**src/rtl/alu_result_display_pkg.sv**
```systemverilog
// Shared constants for the ALU result display: active-low 7-segment glyphs,
// blanking pattern and flag bit positions.
package alu_disp_pkg;

    localparam int RESULT_W = 16;
    localparam int FLAG_W   = 5;

    localparam logic [6:0] SEG_BLANK = 7'h7F;

    // Segment order {g,f,e,d,c,b,a}, a lit segment is driven low.
    localparam logic [6:0] SEG_HEX [16] = '{
        7'h40, 7'h79, 7'h24, 7'h30,
        7'h19, 7'h12, 7'h02, 7'h78,
        7'h00, 7'h10, 7'h08, 7'h03,
        7'h46, 7'h21, 7'h06, 7'h0E
    };

    localparam int FLG_C = 4;
    localparam int FLG_L = 3;
    localparam int FLG_F = 2;
    localparam int FLG_Z = 1;
    localparam int FLG_N = 0;

    // True when digit idx and every more significant digit are zero; digit 0 is never blank.
    function automatic logic digit_blank(input logic [RESULT_W-1:0] value, input logic [1:0] idx);
        logic [RESULT_W-1:0] upper;
        upper = value >> {idx, 2'b00};
        return (idx != 2'd0) && (upper == '0);
    endfunction

endpackage

```
**src/rtl/alu_result_display_if.sv**
```systemverilog
// ALU-to-display bundle: captured result/flags in, board-facing seg/anode/LED pins out.
interface alu_result_display_if;
    import alu_disp_pkg::*;

    logic [RESULT_W-1:0] result;
    logic [FLAG_W-1:0]   flags;
    logic                capture;
    logic                freeze;
    logic [6:0]          seg;
    logic [3:0]          an;
    logic                dp;
    logic [FLAG_W-1:0]   led;

    modport master (
        output result, flags, capture, freeze,
        input  seg, an, dp, led
    );

    modport slave (
        input  result, flags, capture, freeze,
        output seg, an, dp, led
    );

endinterface

```
**src/rtl/alu_result_display_hex_to_seg7.sv**
```systemverilog
// Combinational nibble to active-low 7-segment glyph lookup.
module hex_to_seg7
    import alu_disp_pkg::*;
(
    input  logic [3:0] i_nibble,
    output logic [6:0] o_seg
);

    assign o_seg = SEG_HEX[i_nibble];

endmodule

```
**src/rtl/alu_result_display.sv**
```systemverilog
// Captures the ALU result/flags and scans the result as four hex digits on a multiplexed display.
// Define ALU_DISP_LZB_EN to blank leading zero digits (digit 0 always shown).
module alu_result_display
    import alu_disp_pkg::*;
#(
    parameter int REFRESH_DIV = 50000
)
(
    input  logic                 clk,
    input  logic                 rst_n,
    alu_result_display_if.slave  disp
);

    localparam int DIV_W = (REFRESH_DIV > 2) ? $clog2(REFRESH_DIV) : 1;
    localparam logic [DIV_W-1:0] DIV_LAST = DIV_W'(REFRESH_DIV - 1);

    logic [DIV_W-1:0]    r_div;
    logic [1:0]          r_idx;
    logic [RESULT_W-1:0] r_value;
    logic [FLAG_W-1:0]   r_flags;
    logic [6:0]          r_seg;
    logic [3:0]          r_an;

    logic                w_tick;
    logic                w_capture;
    logic [3:0]          w_nibble;
    logic [6:0]          w_glyph;
    logic                w_blank;
    logic [6:0]          w_seg_next;
    logic [3:0]          w_an_next;

    assign w_tick    = (r_div == DIV_LAST);
    assign w_capture = disp.capture & ~disp.freeze;
    assign w_nibble  = r_value[{r_idx, 2'b00} +: 4];

    hex_to_seg7 u_hex_to_seg7 (
        .i_nibble (w_nibble),
        .o_seg    (w_glyph)
    );

    always_comb begin
        w_blank = 1'b0;
`ifdef ALU_DISP_LZB_EN
        w_blank = digit_blank(r_value, r_idx);
`endif
        w_seg_next = w_blank ? SEG_BLANK : w_glyph;
        w_an_next  = w_blank ? 4'hF : ~(4'b0001 << r_idx);
    end

    always_ff @(posedge clk or negedge rst_n) begin
        if (!rst_n) begin
            r_div <= '0;
            r_idx <= 2'd0;
        end else if (w_tick) begin
            r_div <= '0;
            r_idx <= r_idx + 2'd1;
        end else begin
            r_div <= r_div + DIV_W'(1);
        end
    end

    always_ff @(posedge clk or negedge rst_n) begin
        if (!rst_n) begin
            r_value <= '0;
            r_flags <= '0;
        end else if (w_capture) begin
            r_value <= disp.result;
            r_flags <= disp.flags;
        end
    end

    // seg and an load together from the current index/value so a slot never mixes two digits.
    always_ff @(posedge clk or negedge rst_n) begin
        if (!rst_n) begin
            r_seg <= SEG_BLANK;
            r_an  <= 4'hF;
        end else begin
            r_seg <= w_seg_next;
            r_an  <= w_an_next;
        end
    end

    assign disp.seg = r_seg;
    assign disp.an  = r_an;
    assign disp.dp  = 1'b1;
    assign disp.led = r_flags;

endmodule

```
**src/flat_wrapper.sv**
```systemverilog
// flat-port wrapper written by rule: the top's interface ports become plain ports
module alu_result_display_flat import alu_disp_pkg::*;
#(
    parameter int REFRESH_DIV = 50000
)
  (clk, rst_n, disp_result, disp_flags, disp_capture, disp_freeze, disp_seg, disp_an, disp_dp, disp_led);
  alu_result_display_if disp_i ();
  input  logic clk;
  input  logic rst_n;
  input wire logic [$bits(disp_i.result)-1:0] disp_result;
  input wire logic [$bits(disp_i.flags)-1:0] disp_flags;
  input wire logic [$bits(disp_i.capture)-1:0] disp_capture;
  input wire logic [$bits(disp_i.freeze)-1:0] disp_freeze;
  output wire logic [$bits(disp_i.seg)-1:0] disp_seg;
  output wire logic [$bits(disp_i.an)-1:0] disp_an;
  output wire logic [$bits(disp_i.dp)-1:0] disp_dp;
  output wire logic [$bits(disp_i.led)-1:0] disp_led;
  assign disp_i.result = disp_result;
  assign disp_i.flags = disp_flags;
  assign disp_i.capture = disp_capture;
  assign disp_i.freeze = disp_freeze;
  assign disp_seg = disp_i.seg;
  assign disp_an = disp_i.an;
  assign disp_dp = disp_i.dp;
  assign disp_led = disp_i.led;
  alu_result_display #(.REFRESH_DIV(REFRESH_DIV)) u_core (.clk(clk), .rst_n(rst_n), .disp(disp_i));
endmodule
```
**config.mk**
```make
export PLATFORM = sky130hd
export DESIGN_NAME = alu_result_display_flat
export DESIGN_NICKNAME = d
export VERILOG_FILES = /design/src/rtl/alu_result_display_pkg.sv /design/src/rtl/alu_result_display_if.sv /design/src/rtl/alu_result_display_hex_to_seg7.sv /design/src/rtl/alu_result_display.sv /design/src/flat_wrapper.sv
export SDC_FILE = /design/constraint.sdc
export NUM_CORES = 1
export LEC_CHECK = 0
export CAP_MARGIN = 15
export CORE_AREA = 2 2 76 71
export CTS_CLUSTER_SIZE = 20
export DETAILED_ROUTE_END_ITERATION = 12
export DIE_AREA = 0 0 78 73
export PLACE_DENSITY = 0.82
export SLEW_MARGIN = 40
export SYNTH_ARGS = -nofsm -noshare
export SYNTH_HDL_FRONTEND = slang
export SYNTH_SLANG_ARGS = --single-unit
```
**constraint.sdc**
```tcl
create_clock -name clk -period 2.5 [get_ports clk]
set_input_delay 0.75 -clock clk [delete_from_list [all_inputs] [get_ports clk]]
set_output_delay 0.75 -clock clk [all_outputs]
set_load 0.005 [all_outputs]
```
==> results of run 1 <==
## Yosys cell counts
cell / number
o2bb2ai_1: 1
nor4_4: 1
buf_1: 1
conb_1: 1
nand2_1: 10
mux2_1: 1
buf_6: 4
clkbuf_1: 1
nand4bb_1: 1
mux2i_1: 1
a21oi_2: 1
a22o_1: 1
xor2_1: 6
nor2b_1: 4
mux2_2: 22
or4_4: 1
buf_4: 1
dfrtp_1: 39
and4_1: 1
nor2_1: 10
a21oi_1: 1
nand4_1: 2
or4bb_1: 1
nand3_2: 1
nand3_1: 6
xnor2_1: 7
o21a_1: 3
and3_1: 1
nand2b_1: 2
or2_1: 1
o21ai_0: 3
a22oi_1: 1
o31ai_1: 2
dfstp_2: 11
or4b_1: 1
and2_1: 2
o21ai_1: 1
mux4_2: 4
ha_1: 11
inv_1: 10
nor3_1: 3
## stage by stage
step | utilization, % | cells | hold slack [ps] | setup slack [ps] | power [mW]
floorplan | - | 182 | 447 | 729 | 1.10
global placement | 56.1 | 285 | 466 | 420 | 1.26
detailed placement | 56.1 | 285 | 476 | 390 | 1.27
CTS | 58.5 | 293 | 457 | 435 | 1.84
global route | 58.5 | 293 | 463 | 371 | 1.91
finish | 58.5 | 293 | 439 | 450 | 1.82
## sequential cells by signal, summed over array words and instances (netlist names)
signal	count
u_core.disp.seg	7
u_core.disp.led	5
u_core.r_value	16
u_core.r_idx	2
u_core.disp.an	4
u_core.r_div	16
## worst max path at each step
stage,end,cells past startpoint
floorplan,u_core.disp.led[0],3
global placement,u_core.disp.led[1],4
detailed placement,u_core.r_value[1],4
CTS,disp_seg[4],1
global route,u_core.disp.seg[0],5
finish,disp_seg[4],1
## cell families after synthesis
family                     after synthesis  share of synthesized area (%)
DFF                                     50                           53.8
and+or+nand+nor                         48                           11.9
muxes                                   28                           15.3
buffers and inverters                   17                           4.15
AOI/OAI and AO/OA                       14                           4.10
xor gates and xnor gates                13                           4.84
adders and majority gates               11                           5.85
other                                    1                          0.159
## layout make-up
| type | count | share of cell area, % |
|---|---|---|
| multi-input cells | 115 | 33.9 |
| well taps | 67 | 2.87 |
| clock inverters | 1 | 1.03 |
| clock buffers | 7 | 2.95 |
| repair buffers | 43 | 14.7 |
| inverters | 10 | 1.28 |
| flip-flops and latches | 50 | 43.2 |
## power by group
group	switching [mW]	total (mW)	internal [mW]
sequential	0.0326	0.937	0.904
combinational	0.118	0.313	0.194
clock	0.243	0.569	0.326
total	0.394	1.82	1.42
## cell usage in the layout (no fill, tap or decap), types with 2 or more instances in the layout
| cell type | count |
|---|---|
| o31ai_1 | 2 |
| o21ai_0 | 3 |
| xor2_1 | 6 |
| mux2_2 | 22 |
| o21a_1 | 3 |
| dfrtp_1 | 39 |
| and2_1 | 2 |
| xnor2_1 | 7 |
| inv_1 | 10 |
| nand2_1 | 10 |
| nor3_1 | 3 |
| nand4_1 | 2 |
| clkbuf_8 | 6 |
| nor2b_1 | 3 |
| dfstp_2 | 11 |
| nor2_1 | 10 |
| clkdlybuf4s50_1 | 39 |
| buf_4 | 2 |
| nand3_1 | 6 |
| mux4_2 | 4 |
| ha_1 | 11 |
| nand2b_1 | 2 |
## layer usage
metal  GRT usage (%)  vias to the layer above
li1                -                      706
met1            20.3                      693
met2            23.7                       33
met3            4.46                        2
met4            3.51                        0
met5               0                        -
==> out/metrics.csv, run 1 <==
metric,value,unit
first_pass_iters,4,
hpwl,2.80,mm
grt_max_degree,27,
postCtsSetupBuffers,0,
place_congestion,0.767,
max-slew-margin-rel,62.9,%
cts-buffers-inserted,5,
critPathTopFamily,flip-flops,
postSynthCellCount,182,
drt-total-wl,3.73,mm
drt-initial-drc-count,60,
slowest_delay,520,ps
ys_types,41,
postRouteAntennaNets,0,
worstMarginPinSlew,556,ps
vias_per_cell,4.89,
gr-total-overflow,0,
ff2ff_path_depth,5,
worstSetupPathType,flip-flop to output pin,
synth-seq-area-share,53.8,%
crit_path_max_fanout,1,
cp.required,1750,ps
maxCapViolations,0,
dr.max_layer_used,met4,
drc,0,
rsz0062_at_grt,no,
fp.dieH,73,um
routedWlPerCell,12.7,um
dieArea,0.00569,mm^2
max_freq,0.488,GHz
synth_fp_nets,218,
coreArea,0.00500,mm^2
track_usage,14.8,%
min_path_type,input port to asynchronous set/reset pin,
p_per_area,622,mW/mm^2
area_growth,24.4,%
die_w,78,um
synth_top_area_share,41.5,%
final_hold_viol_count,0,
nFillCells,409,
r2r_start,u_core.r_idx[0],
antenna_found_initial,0,
cts_max_level,2,
critPathBufInv,1,
cp_cell_sequence,clkdlybuf4s50_1,
rows,25,
diodes,0,
start_util,47.0,%
cts_tree,built,
multiInputGateArea,992,um^2
arrival,1300,ps
clk_latency,290,ps
min_period,2050,ps
grt_first_pass_wirelength,6.56,mm
seq_area,0.00126,mm^2
start_kind,flip-flop,
placed_area,0.00281,mm^2
grt_pass1_vias,1388,
root_buffer,clkbuf_8,
wl_met3,132,um
clkSinkCount,50,
slew_violations,0,
status,finished clean,
syn-cell-area,0.00235,mm^2
fin_crit_sh,82.0,%
portBuffers,40,
cp-end-kind,output pin,
ys_seq_elements,50,
post_cts_resized,0,
yosysTopAreaCell,dfrtp_1,
setup_violations,0,
holdBufCountCts,0,
wl_met2,1.78,mm
fin_tns_setup,0,ps
postLayoutCellArea,0.00293,mm^2
postSynthAreaPerCell,12.9,um^2
timing.rr.end,u_core.disp.seg[0],
power_leakage,1.25,nW
clk_path_buf_depth,2,
synth_area_leaders,"dfrtp_1 41%, dfstp_2 12%, mux2_2 11%",
skew,5.31,ps
vias,1434,
path_clk_slew,80,ps
ir_worst_vdd,380,uV
layout-drive-gt1-share,23.5,%
nets,261,
yosys_warnings,0,
met1_length,1.79,mm
r2r_slack,540,ps
cp_slowest_cell,dfstp_2,
io_pins,42,
crit_path_start,u_core.disp.seg[4],
Power figures use the tool's default switching activity.
==> run 2: changes to the inputs <==
- clock period: 2.5 -> 1.9 ns (I/O delays scaled with it)
==> out/metrics.csv, run 2 (synthesized netlist as in run 1, its figures left out) <==
metric,value,unit
cts_max_level,2,
portBuffers,40,
grt_pass1_vias,1589,
cp.required,2120,ps
gr-total-overflow,0,
critPathBufInv,2,
clk_path_buf_depth,2,
root_buffer,clkbuf_8,
final_hold_viol_count,0,
crit_path_max_fanout,5,
routedWlPerCell,13.6,um
place_ws,46.5,ps
die_w,78,um
place_congestion,0.809,
vias,1518,
area_growth,29.8,%
slew_violations,0,
power_leakage,1.41,nW
min_period,1780,ps
postRouteAntennaNets,0,
fin_total_pwr,2.42,mW
ir_worst_vdd,563,uV
fin_crit_sh,93.4,%
drt-initial-drc-count,81,
worstSetupPathType,flip-flop to flip-flop,
min_path_type,input port to asynchronous set/reset pin,
first_pass_iters,4,
layout_common_cells,"38 x dfrtp_1, 28 x clkdlybuf4s50_1, 22 x mux2_2, 13 x buf_4",
layout-drive-gt1-share,28.2,%
cts-buffers-inserted,5,
fp.dieH,73,um
status,finished clean,
rsz0062_at_grt,no,
max_freq,0.563,GHz
holdBufCountCts,0,
path_clk_slew,100,ps
drc,0,
p_per_area,792,mW/mm^2
rows,25,
setup_ws,125,ps
clk_latency,300,ps
finalNonFillerCells,305,
clkSinkCount,50,
hpwl,2.98,mm
start_util,47.0,%
critical_path.most_common_cell,inv_1,
fin_tns_setup,0,ps
cts_tree,built,
setup_violations,0,
holdWs,227,ps
track_usage,16.0,%
vias_per_cell,4.98,
dp.cells,294,
diodes,0,
maxCapViolations,0,
cp-end-kind,flip-flop,
dieArea,0.00569,mm^2
arrival,2000,ps
drt-total-wl,4.13,mm
skew,3.77,ps
cp_slowest_cell,mux4_2,
io_pins,42,
critPathTopFamily,multiplexers,
coreArea,0.00500,mm^2
antenna_found_initial,0,
grt_first_pass_wirelength,7.08,mm
start_kind,flip-flop,
nets,273,
grt_max_degree,51,
slowest_delay,570,ps
final_common_cell,dfrtp_1,
cp_cell_sequence,"mux4_2, inv_1, ha_1, inv_1, o31ai_1",
## run 2: changes by cell type in the layout (fill, tap and decap cells not counted), sizes merged
cell / delta
buf: +12
clkbuf: -2
clkdlybuf4s50: -11
dlygate4sd2: +1
dlymetal6s2s: +10
inv: +2
## run 2: repair_timing
item / CTS / global route
gates resized for setup: 1 / 11
buffers inserted: 0 / 3
pin swaps: 0 / 1
endpoints found under the setup margin: 1 / 16
## run 2: stage by stage
step	area, um^2	util (%)
finish	3050	61.0
global route	3050	61.0
CTS	3000	60.0
detailed placement	2890	57.7
global placement	2890	57.7
floorplan	2350	-
## run 2: power by group
group | internal (mW) | total [mW] | switching (mW)
sequential | 1.19 | 1.23 | 0.0446
combinational | 0.250 | 0.411 | 0.161
clock | 0.402 | 0.773 | 0.371
## run 2: area by class of cell
cell class                 instances  area (um^2)
timing repair buffer              55          557
clock buffer                       5         68.8
inverter                          10         37.5
fill                             398         1950
tap                               67         83.8
sequential                        50         1270
multi-input combinational        115          992
clock inverter                     3         47.5
## run 2: worst paths after layout
kind,slack [ps],end,start,depth (start not counted)
min in group clk,490,u_core.r_div[15],u_core.r_div[15],1
worst min-delay path,230,u_core.r_div[14],rst_n,2
worst max-delay path,120,u_core.disp.seg[0],u_core.r_idx[0],5
worst min register to register,490,u_core.r_div[15],u_core.r_div[15],1
max in group asynchronous,1400,u_core.disp.seg[1],rst_n,2
worst max register to register,120,u_core.disp.seg[0],u_core.r_idx[0],5
## run 2: layer usage
metal	vias up	part of all wire [%]	track usage, %
met4	0	2.0	7.02
met2	39	48	26.4
met5	-	0	0
li1	728	-	-
met1	743	45	19.6
met3	8	5.2	5.07
==> run 3: changes to the inputs <==
==> constraint.sdc (replaced) <==
create_clock -name clk -period 1.9 [get_ports clk]
set_input_delay 0.57 -clock clk [delete_from_list [all_inputs] [get_ports clk]]
set_output_delay 0.57 -clock clk [all_outputs]
set_load 0.02 [all_outputs]
==> out/metrics.csv, run 3 (synthesized netlist as in run 1, its figures left out) <==
metric,value,unit
start_kind,flip-flop,
setup_ws,61.7,ps
ir_worst_vdd,565,uV
cp_cell_sequence,clkdlybuf4s50_1,
min_period,1840,ps
place_congestion,0.809,
cp.required,1330,ps
die_w,78,um
path_clk_slew,100,ps
worstSetupPathType,flip-flop to output pin,
io_pins,42,
coreArea,0.00500,mm^2
cts_max_level,2,
postRouteAntennaNets,0,
final_util,60.3,%
fp.dieH,73,um
nets,273,
first_pass_iters,4,
finalNonFillerCells,305,
fin_crit_sh,96.8,%
cp-end-kind,output pin,
grt_first_pass_wirelength,7.08,mm
rows,25,
root_buffer,clkbuf_8,
final_common_cell,dfrtp_1,
clk_path_buf_depth,2,
dieArea,0.00569,mm^2
drt-initial-drc-count,75,
place_ws,46.5,ps
antenna_found_initial,0,
holdBufCountCts,0,
track_usage,16.0,%
max_freq,0.544,GHz
crit_path_max_fanout,2,
min_path_type,input port to asynchronous set/reset pin,
vias,1504,
final_hold_viol_count,0,
area_growth,28.2,%
grt_pass1_vias,1589,
hpwl,2.98,mm
clk_latency,300,ps
slew_violations,0,
portBuffers,40,
diodes,0,
arrival,1270,ps
fin_tns_setup,0,ps
gr-total-overflow,0,
slowest_delay,610,ps
grt_max_degree,51,
drt-total-wl,4.05,mm
power_leakage,1.33,nW
cp_slowest_cell,clkdlybuf4s50_1,
start_util,47.0,%
skew,3.77,ps
maxCapViolations,0,
drc,0,
rsz0062_at_grt,no,
critPathBufInv,1,
layout-drive-gt1-share,28.2,%
p_per_area,818,mW/mm^2
dp.cells,294,
fin_total_pwr,2.47,mW
critPathTopFamily,buffers and inverters,
placed_area,0.00289,mm^2
postLayoutCellArea,0.00302,mm^2
routedWlPerCell,13.3,um
cts_tree,built,
status,finished clean,
cts-buffers-inserted,5,
vias_per_cell,4.93,
clkSinkCount,50,
setup_violations,0,
layout_common_cells,"38 x dfrtp_1, 28 x clkdlybuf4s50_1, 22 x mux2_2, 13 x buf_4",
holdWs,227,ps
## run 3: changes by cell type in the layout (fill, tap and decap cells not counted), sizes merged
cell,change
dlygate4sd2,+10
dlymetal6s2s,-10
## run 3: worst paths after layout
kind,startpoint,end,slack (ps),cells after the start
min reg2reg,u_core.r_div[15],u_core.r_div[15],490,1
max,u_core.disp.led[3],disp_led[3],60,1
min,rst_n,u_core.r_div[14],230,2
max in group asynchronous,rst_n,u_core.disp.seg[1],1400,2
max reg2reg,u_core.r_idx[0],u_core.disp.seg[0],130,5
min in group clk,u_core.r_div[15],u_core.r_div[15],490,1
## run 3: final cells by class
| class | count | area (um^2) |
|---|---|---|
| Tap cell | 67 | 83.8 |
| Clock inverter | 3 | 47.5 |
| Fill cell | 410 | 1990 |
| Sequential cell | 50 | 1270 |
| Multi-Input combinational cell | 115 | 992 |
| Clock buffer | 5 | 68.8 |
| Inverter | 10 | 37.5 |
| Timing Repair Buffer | 55 | 519 |
## run 3: power breakdown
part           switching (mW)  total (mW)  internal (mW)
Clock                   0.371       0.773          0.402
Sequential             0.0439        1.23           1.19
Combinational           0.222       0.460          0.238
Total                   0.637        2.47           1.83
## run 3: repair_timing
action / 4_1_cts / 5_1_grt
buffers inserted: 0 / 3
gates resized for setup: 11 / 1
endpoints found under the setup margin: 11 / 6
pin swaps: 0 / 1
## run 3: per-layer routing
layer	vias to the layer above	wire, um	GRT usage (%)
met5	-	0	0
met2	39	1900	26.4
met1	729	1860	19.6
li1	728	-	-
met4	0	81	7.02
met3	8	204	5.07
